$ cat config.mk
export PLATFORM = sky130hd
export DESIGN_NAME = mcu_timing_gen_flat
export DESIGN_NICKNAME = d
export VERILOG_FILES = /design/src/rtl/mcu_timing_pkg.sv /design/src/rtl/mcu_timing_gen_if.sv /design/src/rtl/mcu_timing_gen.sv /design/src/flat_wrapper.sv
export SDC_FILE = /design/constraint.sdc
export NUM_CORES = 1
export LEC_CHECK = 0
export ABC_AREA = 1
export CAP_MARGIN = 20
export CORE_MARGIN = 3
export CORE_UTILIZATION = 39
export CTS_BUF_LIST = sky130_fd_sc_hd__clkbuf_4 sky130_fd_sc_hd__clkbuf_8
export DETAILED_ROUTE_END_ITERATION = 8
export DONT_BUFFER_PORTS = 1
export GPL_TIMING_DRIVEN = 0
export SKIP_LAST_GASP = 1
export SYNTH_ARGS = -nofsm -noshare
export SYNTH_HDL_FRONTEND = slang
export SYNTH_SLANG_ARGS = --single-unit
$ cat constraint.sdc
create_clock -name clk_in -period 4.7 [get_ports clk_in]
set_input_delay 0.705 -clock clk_in [delete_from_list [all_inputs] [get_ports clk_in]]
set_output_delay 0.705 -clock clk_in [all_outputs]
set_load 0.02 [all_outputs]
$ cat src/rtl/mcu_timing_pkg.sv
// Tick constants, window limits and decode helpers for the 8051 machine-cycle generator.
// One machine cycle is 12 ticks: tick = 2*(state-1) + phase.
package mcu_timing_pkg;

  localparam int TICK_W = 4;
  typedef logic [TICK_W-1:0] tick_t;

  localparam tick_t TICK_S1P1 = 4'd0;
  localparam tick_t TICK_S1P2 = 4'd1;
  localparam tick_t TICK_S2P1 = 4'd2;
  localparam tick_t TICK_S2P2 = 4'd3;
  localparam tick_t TICK_S3P1 = 4'd4;
  localparam tick_t TICK_S3P2 = 4'd5;
  localparam tick_t TICK_S4P1 = 4'd6;
  localparam tick_t TICK_S4P2 = 4'd7;
  localparam tick_t TICK_S5P1 = 4'd8;
  localparam tick_t TICK_S5P2 = 4'd9;
  localparam tick_t TICK_S6P1 = 4'd10;
  localparam tick_t TICK_S6P2 = 4'd11;

  localparam tick_t ALE_W0_LO  = TICK_S1P2;
  localparam tick_t ALE_W0_HI  = TICK_S2P1;
  localparam tick_t ALE_W1_LO  = TICK_S4P2;
  localparam tick_t ALE_W1_HI  = TICK_S5P1;

  localparam tick_t PSEN_W0_LO = TICK_S2P2;
  localparam tick_t PSEN_W0_HI = TICK_S3P2;
  localparam tick_t PSEN_W1_LO = TICK_S5P2;
  localparam tick_t PSEN_W1_HI = TICK_S6P2;

  localparam logic [5:0] ST_S1 = 6'b000001;
  localparam logic [5:0] ST_S2 = 6'b000010;
  localparam logic [5:0] ST_S3 = 6'b000100;
  localparam logic [5:0] ST_S4 = 6'b001000;
  localparam logic [5:0] ST_S5 = 6'b010000;
  localparam logic [5:0] ST_S6 = 6'b100000;

  function automatic logic [5:0] tick_to_state(tick_t t);
    logic [5:0] s;
    case (t)
      TICK_S1P1, TICK_S1P2: s = ST_S1;
      TICK_S2P1, TICK_S2P2: s = ST_S2;
      TICK_S3P1, TICK_S3P2: s = ST_S3;
      TICK_S4P1, TICK_S4P2: s = ST_S4;
      TICK_S5P1, TICK_S5P2: s = ST_S5;
      TICK_S6P1, TICK_S6P2: s = ST_S6;
      default:              s = ST_S6;
    endcase
    return s;
  endfunction

  function automatic logic in_ale_window(tick_t t);
    return ((t >= ALE_W0_LO) && (t <= ALE_W0_HI)) ||
           ((t >= ALE_W1_LO) && (t <= ALE_W1_HI));
  endfunction

  function automatic logic in_psen_window(tick_t t);
    return ((t >= PSEN_W0_LO) && (t <= PSEN_W0_HI)) ||
           ((t >= PSEN_W1_LO) && (t <= PSEN_W1_HI));
  endfunction

endpackage

$ cat src/rtl/mcu_timing_gen_if.sv
// Control and strobe bundle between the machine-cycle generator and the sequencer / bus interface.
interface mcu_timing_gen_if #(
  parameter int MC_CNT_W = 2
);
  logic                stall;
  logic [MC_CNT_W-1:0] instr_cycles;
  logic                code_fetch;

  logic [5:0]          state;
  logic                phase;
  logic                mc_start;
  logic                mc_end;
  logic [MC_CNT_W-1:0] mc_index;
  logic                instr_start;
  logic                instr_end;
  logic                ale;
  logic                psen_n;

  modport master (
    output stall, instr_cycles, code_fetch,
    input  state, phase, mc_start, mc_end, mc_index,
           instr_start, instr_end, ale, psen_n
  );

  modport slave (
    input  stall, instr_cycles, code_fetch,
    output state, phase, mc_start, mc_end, mc_index,
           instr_start, instr_end, ale, psen_n
  );
endinterface

$ cat src/rtl/mcu_timing_gen.sv
// 8051 machine-cycle timing generator: slices clk_in into S1P1..S6P2 and frames multi-cycle instructions.
// Every output is registered and decoded from the tick value being entered on that edge.
module mcu_timing_gen
  import mcu_timing_pkg::*;
#(
  parameter int TICKS_PER_MC = 12,
  parameter int MC_CNT_W     = 2
) (
  input  logic           clk_in,
  input  logic           rst_n,
  mcu_timing_gen_if.slave bus
);

  // tick | meaning
  // 0..10 | S1P1..S6P1, free-running
  // 11    | S6P2, the only tick where stall can hold the cycle
  localparam tick_t TICK_LAST = tick_t'(TICKS_PER_MC - 1);

  tick_t               tick_q, tick_d;
  logic [MC_CNT_W-1:0] mc_index_q, mc_index_d;
  logic [MC_CNT_W-1:0] cnt_q, cnt_d;
  logic                cf_q, cf_d;
  logic                first_q;

  logic [5:0]          state_q;
  logic                phase_q;
  logic                mc_start_q, mc_end_q;
  logic                instr_start_q, instr_end_q;
  logic                ale_q, psen_n_q;

  logic                hold, wrap, last_mc;

  assign hold    = (tick_q == TICK_LAST) &&  bus.stall;
  assign wrap    = (tick_q == TICK_LAST) && !bus.stall;
  assign last_mc = first_q || (mc_index_q == cnt_q);

  always_comb begin
    tick_d     = tick_q;
    mc_index_d = mc_index_q;
    cnt_d      = cnt_q;
    cf_d       = cf_q;
    if (wrap) begin
      tick_d = '0;
      cf_d   = bus.code_fetch;
      if (last_mc) begin
        mc_index_d = '0;
        cnt_d      = bus.instr_cycles;
      end else begin
        mc_index_d = mc_index_q + MC_CNT_W'(1);
      end
    end else if (!hold) begin
      tick_d = tick_q + tick_t'(1);
    end
  end

  always_ff @(posedge clk_in or negedge rst_n) begin
    if (!rst_n) begin
      tick_q        <= TICK_LAST;
      mc_index_q    <= '0;
      cnt_q         <= '0;
      cf_q          <= 1'b0;
      first_q       <= 1'b1;
      state_q       <= ST_S6;
      phase_q       <= 1'b1;
      mc_start_q    <= 1'b0;
      mc_end_q      <= 1'b0;
      instr_start_q <= 1'b0;
      instr_end_q   <= 1'b0;
      ale_q         <= 1'b0;
      psen_n_q      <= 1'b1;
    end else begin
      tick_q        <= tick_d;
      mc_index_q    <= mc_index_d;
      cnt_q         <= cnt_d;
      cf_q          <= cf_d;
      first_q       <= first_q && !wrap;
      state_q       <= tick_to_state(tick_d);
      phase_q       <= tick_d[0];
      mc_start_q    <= wrap;
      instr_start_q <= wrap && last_mc;
      // mc_end marks entry into S6P2 only, so a held S6P2 drops it
      mc_end_q      <= !hold && (tick_d == TICK_LAST);
      instr_end_q   <= !hold && (tick_d == TICK_LAST) && (mc_index_d == cnt_d);
      ale_q         <= in_ale_window(tick_d);
      psen_n_q      <= !(cf_d && in_psen_window(tick_d));
    end
  end

  assign bus.state       = state_q;
  assign bus.phase       = phase_q;
  assign bus.mc_start    = mc_start_q;
  assign bus.mc_end      = mc_end_q;
  assign bus.mc_index    = mc_index_q;
  assign bus.instr_start = instr_start_q;
  assign bus.instr_end   = instr_end_q;
  assign bus.ale         = ale_q;
  assign bus.psen_n      = psen_n_q;

endmodule

$ cat src/flat_wrapper.sv
// flat-port wrapper written by rule: the top's interface ports become plain ports
module mcu_timing_gen_flat import mcu_timing_pkg::*;
#(
  parameter int TICKS_PER_MC = 12,
  parameter int MC_CNT_W     = 2
)
  (clk_in, rst_n, bus_stall, bus_instr_cycles, bus_code_fetch, bus_state, bus_phase, bus_mc_start, bus_mc_end, bus_mc_index, bus_instr_start, bus_instr_end, bus_ale, bus_psen_n);
  mcu_timing_gen_if #(.MC_CNT_W(MC_CNT_W)) bus_i ();
  input  logic clk_in;
  input  logic rst_n;
  input wire logic [$bits(bus_i.stall)-1:0] bus_stall;
  input wire logic [$bits(bus_i.instr_cycles)-1:0] bus_instr_cycles;
  input wire logic [$bits(bus_i.code_fetch)-1:0] bus_code_fetch;
  output wire logic [$bits(bus_i.state)-1:0] bus_state;
  output wire logic [$bits(bus_i.phase)-1:0] bus_phase;
  output wire logic [$bits(bus_i.mc_start)-1:0] bus_mc_start;
  output wire logic [$bits(bus_i.mc_end)-1:0] bus_mc_end;
  output wire logic [$bits(bus_i.mc_index)-1:0] bus_mc_index;
  output wire logic [$bits(bus_i.instr_start)-1:0] bus_instr_start;
  output wire logic [$bits(bus_i.instr_end)-1:0] bus_instr_end;
  output wire logic [$bits(bus_i.ale)-1:0] bus_ale;
  output wire logic [$bits(bus_i.psen_n)-1:0] bus_psen_n;
  assign bus_i.stall = bus_stall;
  assign bus_i.instr_cycles = bus_instr_cycles;
  assign bus_i.code_fetch = bus_code_fetch;
  assign bus_state = bus_i.state;
  assign bus_phase = bus_i.phase;
  assign bus_mc_start = bus_i.mc_start;
  assign bus_mc_end = bus_i.mc_end;
  assign bus_mc_index = bus_i.mc_index;
  assign bus_instr_start = bus_i.instr_start;
  assign bus_instr_end = bus_i.instr_end;
  assign bus_ale = bus_i.ale;
  assign bus_psen_n = bus_i.psen_n;
  mcu_timing_gen #(.TICKS_PER_MC(TICKS_PER_MC), .MC_CNT_W(MC_CNT_W)) u_core (.clk_in(clk_in), .rst_n(rst_n), .bus(bus_i));
endmodule
==> flow_results.org <==
** Timing
- TNS Setup :: 0 ps
- Static timing analysis puts the maximum clock frequency at 0.535 GHz.
- Hold Vio Cnt, Final :: 0
- Setup violations remaining at the end of the flow were counted as 0.
- At the pin with the least slew margin, the transition time is between 200 and 300 ps.
- Time the worst path needs with I/O delays and setup :: around 1900 ps
- Across the routed clock network, the largest skew measured is 2.07 ps.
- Measured against its own limit, the worst slew margin works out to around four fifths.
- Setup repair after global routing left no endpoint under its margin.
- The worst path uses 39.8% of the clock period.
- Final max-slew violation count :: 0

** Clock network
- Clock buffer count from CTS :: 3
- Worst-path clk slew :: approximately 110 ps
- Counting along the longest clock path gives a buffer depth of 2.
- Clock sinks :: 22
- Insertion delay of the later-clocked pin in the worst-skew pair :: roughly 310 ps
- H-tree depth :: 1
- TritonCTS built the clock tree.
- Library cell used as clock root buffer :: sky130_fd_sc_hd__clkbuf_4
- PostCTS Resize Cnt :: 0
- In this run, post-CTS hold repair placed 0 buffers.
- Number of buffers added for setup after CTS :: 0

** Worst setup path
- At the worst endpoint, the arrival time is 2080 ps.
- Biggest fanout along the worst timing path :: 10
- The worst register-to-register path begins at u_core.tick_q[0]$_DFF_PN1_.
- Timing startpoint of the critical path :: u_core.tick_q[0]$_DFF_PN1_
- Capture instance of the worst register-to-register path :: u_core.bus.ale$_DFF_PN0_
- The worst setup path is launched from a flip-flop.
- Flop2flop setup slack :: roughly 2800 ps
- Critical Path Sink Type :: flip-flop
- Critical path class :: reg -> reg
- Data on the critical path is required at its endpoint by 4910 ps.
- The critical path ends at u_core.bus.ale$_DFF_PN0_.
- R2R cell count :: 11

** Synthesis
- After synthesis, the mean cell area works out to about 8.5 um2.
- Share of flip-flops with an asynchronous set or reset :: 100%
- Proportion of netlist area held by the largest area contributor :: between 30 and 40%
- Counting flops and latches in the post-synthesis netlist gives 22.
- After synthesis, the netlist uses 24 different library cells.
- Yosys printed 0 warnings.
- Sequential area share after synthesis :: a little over 50%
- Ranked by total cell area, the synthesized netlist is headed by sky130_fd_sc_hd__dfrtp_1 37%, sky130_fd_sc_hd__dfstp_2 15%, sky130_fd_sc_hd__nand2_1 14%, sky130_fd_sc_hd__inv_1 6.3%, sky130_fd_sc_hd__nor2_1 4.2%.
- Leading register cell type out of synthesis :: sky130_fd_sc_hd__dfrtp_1
- The biggest area contributor in the post-synthesis netlist is sky130_fd_sc_hd__dfrtp_1.
- Most repeated cell in the gate-level netlist after synthesis :: sky130_fd_sc_hd__nand2_1
- Combined area of all synthesized cells :: about 1100 um2
- Synthesized netlist cell count :: between 100 and 150
- By count the netlist is led by 39 x sky130_fd_sc_hd__nand2_1, 18 x sky130_fd_sc_hd__inv_1, 16 x sky130_fd_sc_hd__dfrtp_1.
- When the netlist entered floorplanning its net count stood at 134.
- Yosys mapped a number of flops with a built-in enable equal to 0.

** Detailed routing
- Detailed routing inserted a total of 751 vias.
- Met1 Wirelength :: 761 um
- After detailed routing, the average wire length per cell comes to about 11 um.
- Via density per instance :: between 4 and 5
- The detail route stage leaves a number of antenna-violating nets equal to 0.
- Amount of wire on met2 after detailed routing :: between 700 and 800 um
- In this run the top signal layer used is met4.
- The first detailed-routing pass ran for 4 iterations.
- Summed over all nets, wire length on met3 after detailed routing comes to between 100 and 150 um.
- For this block, the routed nets add up to roughly 1700 um of wire.
- Detailed router's first-iteration violation count :: 10
- DR DRC count :: 0

** Final layout
- Number of inserted diodes :: 0
- The filler cells instantiated in the layout total approximately 260.
- Multi-input gate area in the final layout :: roughly 420 um2
- Post-layout util :: 44.9%
- Proportion of layout cells with a drive suffix above 1 :: between 20% and 30%
- In the final design database the tool counted between 100 and 150 nets.
- In the final layout, flip-flops and latches occupy between 500 and 600 um2.
- Compared with the post-synthesis result, the final layout area differs by 6.28%.

** Power
- Net switching is between 40% and 50% of the power.
- Internal power :: between 400 and 500 uW
- Power density of the placed cells :: about 820 nW/um2
- Worst voltage drop across the vdd grid :: roughly 460 uV
- Net switching power figure :: 453 uW
- Per report_power, the sequential group accounts for 40.7% of the total.
- Clock share of power :: roughly a tenth
- Combinational cells account for between 40% and 50% of the total power.
- Leakage component of the power :: ~0.00064 uW

** GRT
- Total gr overflow :: 0
- For this run, the total global-route usage over all layers was measured as 11.6%.
- Antenna violations before repair :: 0
- Largest net degree at the start of global routing :: 23
- The via count of the first global-routing pass is 742.
- The first global-routing pass estimated slightly above 3000 um of wire.

** Placed design
- Number of port buffers :: 0
- After legalization and detailed placement, the total HPWL measured between 1000 and 1500 um.
- Final GP Congestion :: 0.764

** Floorplan
- Top Ports :: 21
- Number of placement rows :: 18
- The die covers around 3400 um2.
- The die is just under 60 um tall.
- Once the floorplan was initialized, standard cells occupied around 42% of the core.
- CORE AREA :: approximately 2500 um2
- Horizontal die dimension :: a little under 60 um

** Min path
- The tightest min-delay check is of the in -> async type.

** Flow run
- Across the run, the number of max-cap violations was 0.

** Outcome
- The flow ran to the end, and the final reports show no timing, DRC or antenna violations.
-- stage by stage --
stage / area [um2] / total power [uW] / worst slack (ps) / hold WS (ps) / instances
global placement: 1110 / 840 / 2870 / 410 / 156
detailed placement: 1110 / 853 / 2840 / 410 / 156
finish: 1140 / 936 / 2830 / 73.6 / 160
CTS: 1140 / 947 / 2810 / 66.0 / 160
floorplan: 1080 / 771 / 2990 / 409 / 126
global route: 1140 / 1030 / 2650 / 48.3 / 160
-- worst max-delay path: stages (launching register included) --
cell and delay (ps):
sky130_fd_sc_hd__dfstp_2 640, sky130_fd_sc_hd__ha_1 270, sky130_fd_sc_hd__inv_2 60, sky130_fd_sc_hd__nor2_4 100
sky130_fd_sc_hd__nand3_2 90, sky130_fd_sc_hd__o21ai_2 150, sky130_fd_sc_hd__buf_6 170, sky130_fd_sc_hd__nand2_1 90
sky130_fd_sc_hd__inv_2 70, sky130_fd_sc_hd__nor2_1 30, sky130_fd_sc_hd__nand2_1 50, sky130_fd_sc_hd__nand3_1 60
-- worst min-delay path by stage --
stage	to	startpoint	cells past startpoint	slack, ps
detailed placement	u_core.bus.state[1]$_DFF_PN0_	rst_n	0	410
CTS	u_core.bus.mc_end$_DFF_PN0_	rst_n	0	70
global route	u_core.bus.state[3]$_DFF_PN0_	rst_n	0	50
global placement	u_core.bus.state[1]$_DFF_PN0_	rst_n	0	410
floorplan	u_core.bus.ale$_DFF_PN0_	rst_n	0	410
finish	u_core.bus.ale$_DFF_PN0_	rst_n	0	70
-- cell families after synthesis --
logic type                 synth area share (%)
AOI/OAI and AO/OA                          3.14
and+or+nand+nor                            32.0
DFF                                        51.9
adders and majority gates                  2.33
buffers and inverters                      9.07
xor gates and xnor gates                   1.63
-- flip-flops by register name (all words and copies together) (netlist names) --
register and flops:
u_core.bus.mc_start 1, u_core.cf_q 1, u_core.bus.instr_start 1, u_core.bus.psen_n 1
u_core.bus.state 6, u_core.bus.mc_end 1, u_core.bus.mc_index 2, u_core.tick_q 4
u_core.bus.ale 1, u_core.first_q 1, u_core.cnt_q 2, u_core.bus.instr_end 1
-- layer usage --
| metal | up-vias | global-route usage (%) |
|---|---|---|
| met2 | 19 | 18.2 |
| met4 | 0 | 5.96 |
| met1 | 341 | 14.1 |
| met5 | - | 0 |
| met3 | 5 | 4.17 |
| li1 | 386 | - |
-- power groups by stage --
stage | sequential [uW] | clock (uW) | combinational (uW)
5_1_grt | 394 | 105 | 530
6_report | 381 | 93.4 | 462
3_5_place_dp | 387 | 0 | 466
3_3_place_gp | 385 | 0 | 455
4_1_cts | 383 | 96.5 | 468
2_1_floorplan | 375 | 0 | 396
-- layout by cell type, fill, tap and decap left out, drive strengths merged --
cell    Yosys  layout
nand2      43      43
inv        22      22
dfrtp      16      16
nor2       16      16
nand3       7       7
dfstp       6       6
clkbuf      0       4
o21ai       4       4
xor2        2       2
a21oi       2       2
ha          2       2
nand4       2       2
buf         1       1
nand3b      1       1
clkinv      1       1
or2         1       1
-- area by class of cell --
cell class                 instances  share of cell area (%)
sequential                        22                    48.8
buffer                             1                   0.985
inverter                          23                    7.55
tap                               30                    3.28
clock buffer                       4                    2.63
multi-input combinational         80                    36.8
Note: power is estimated with default switching activity, not from simulation.
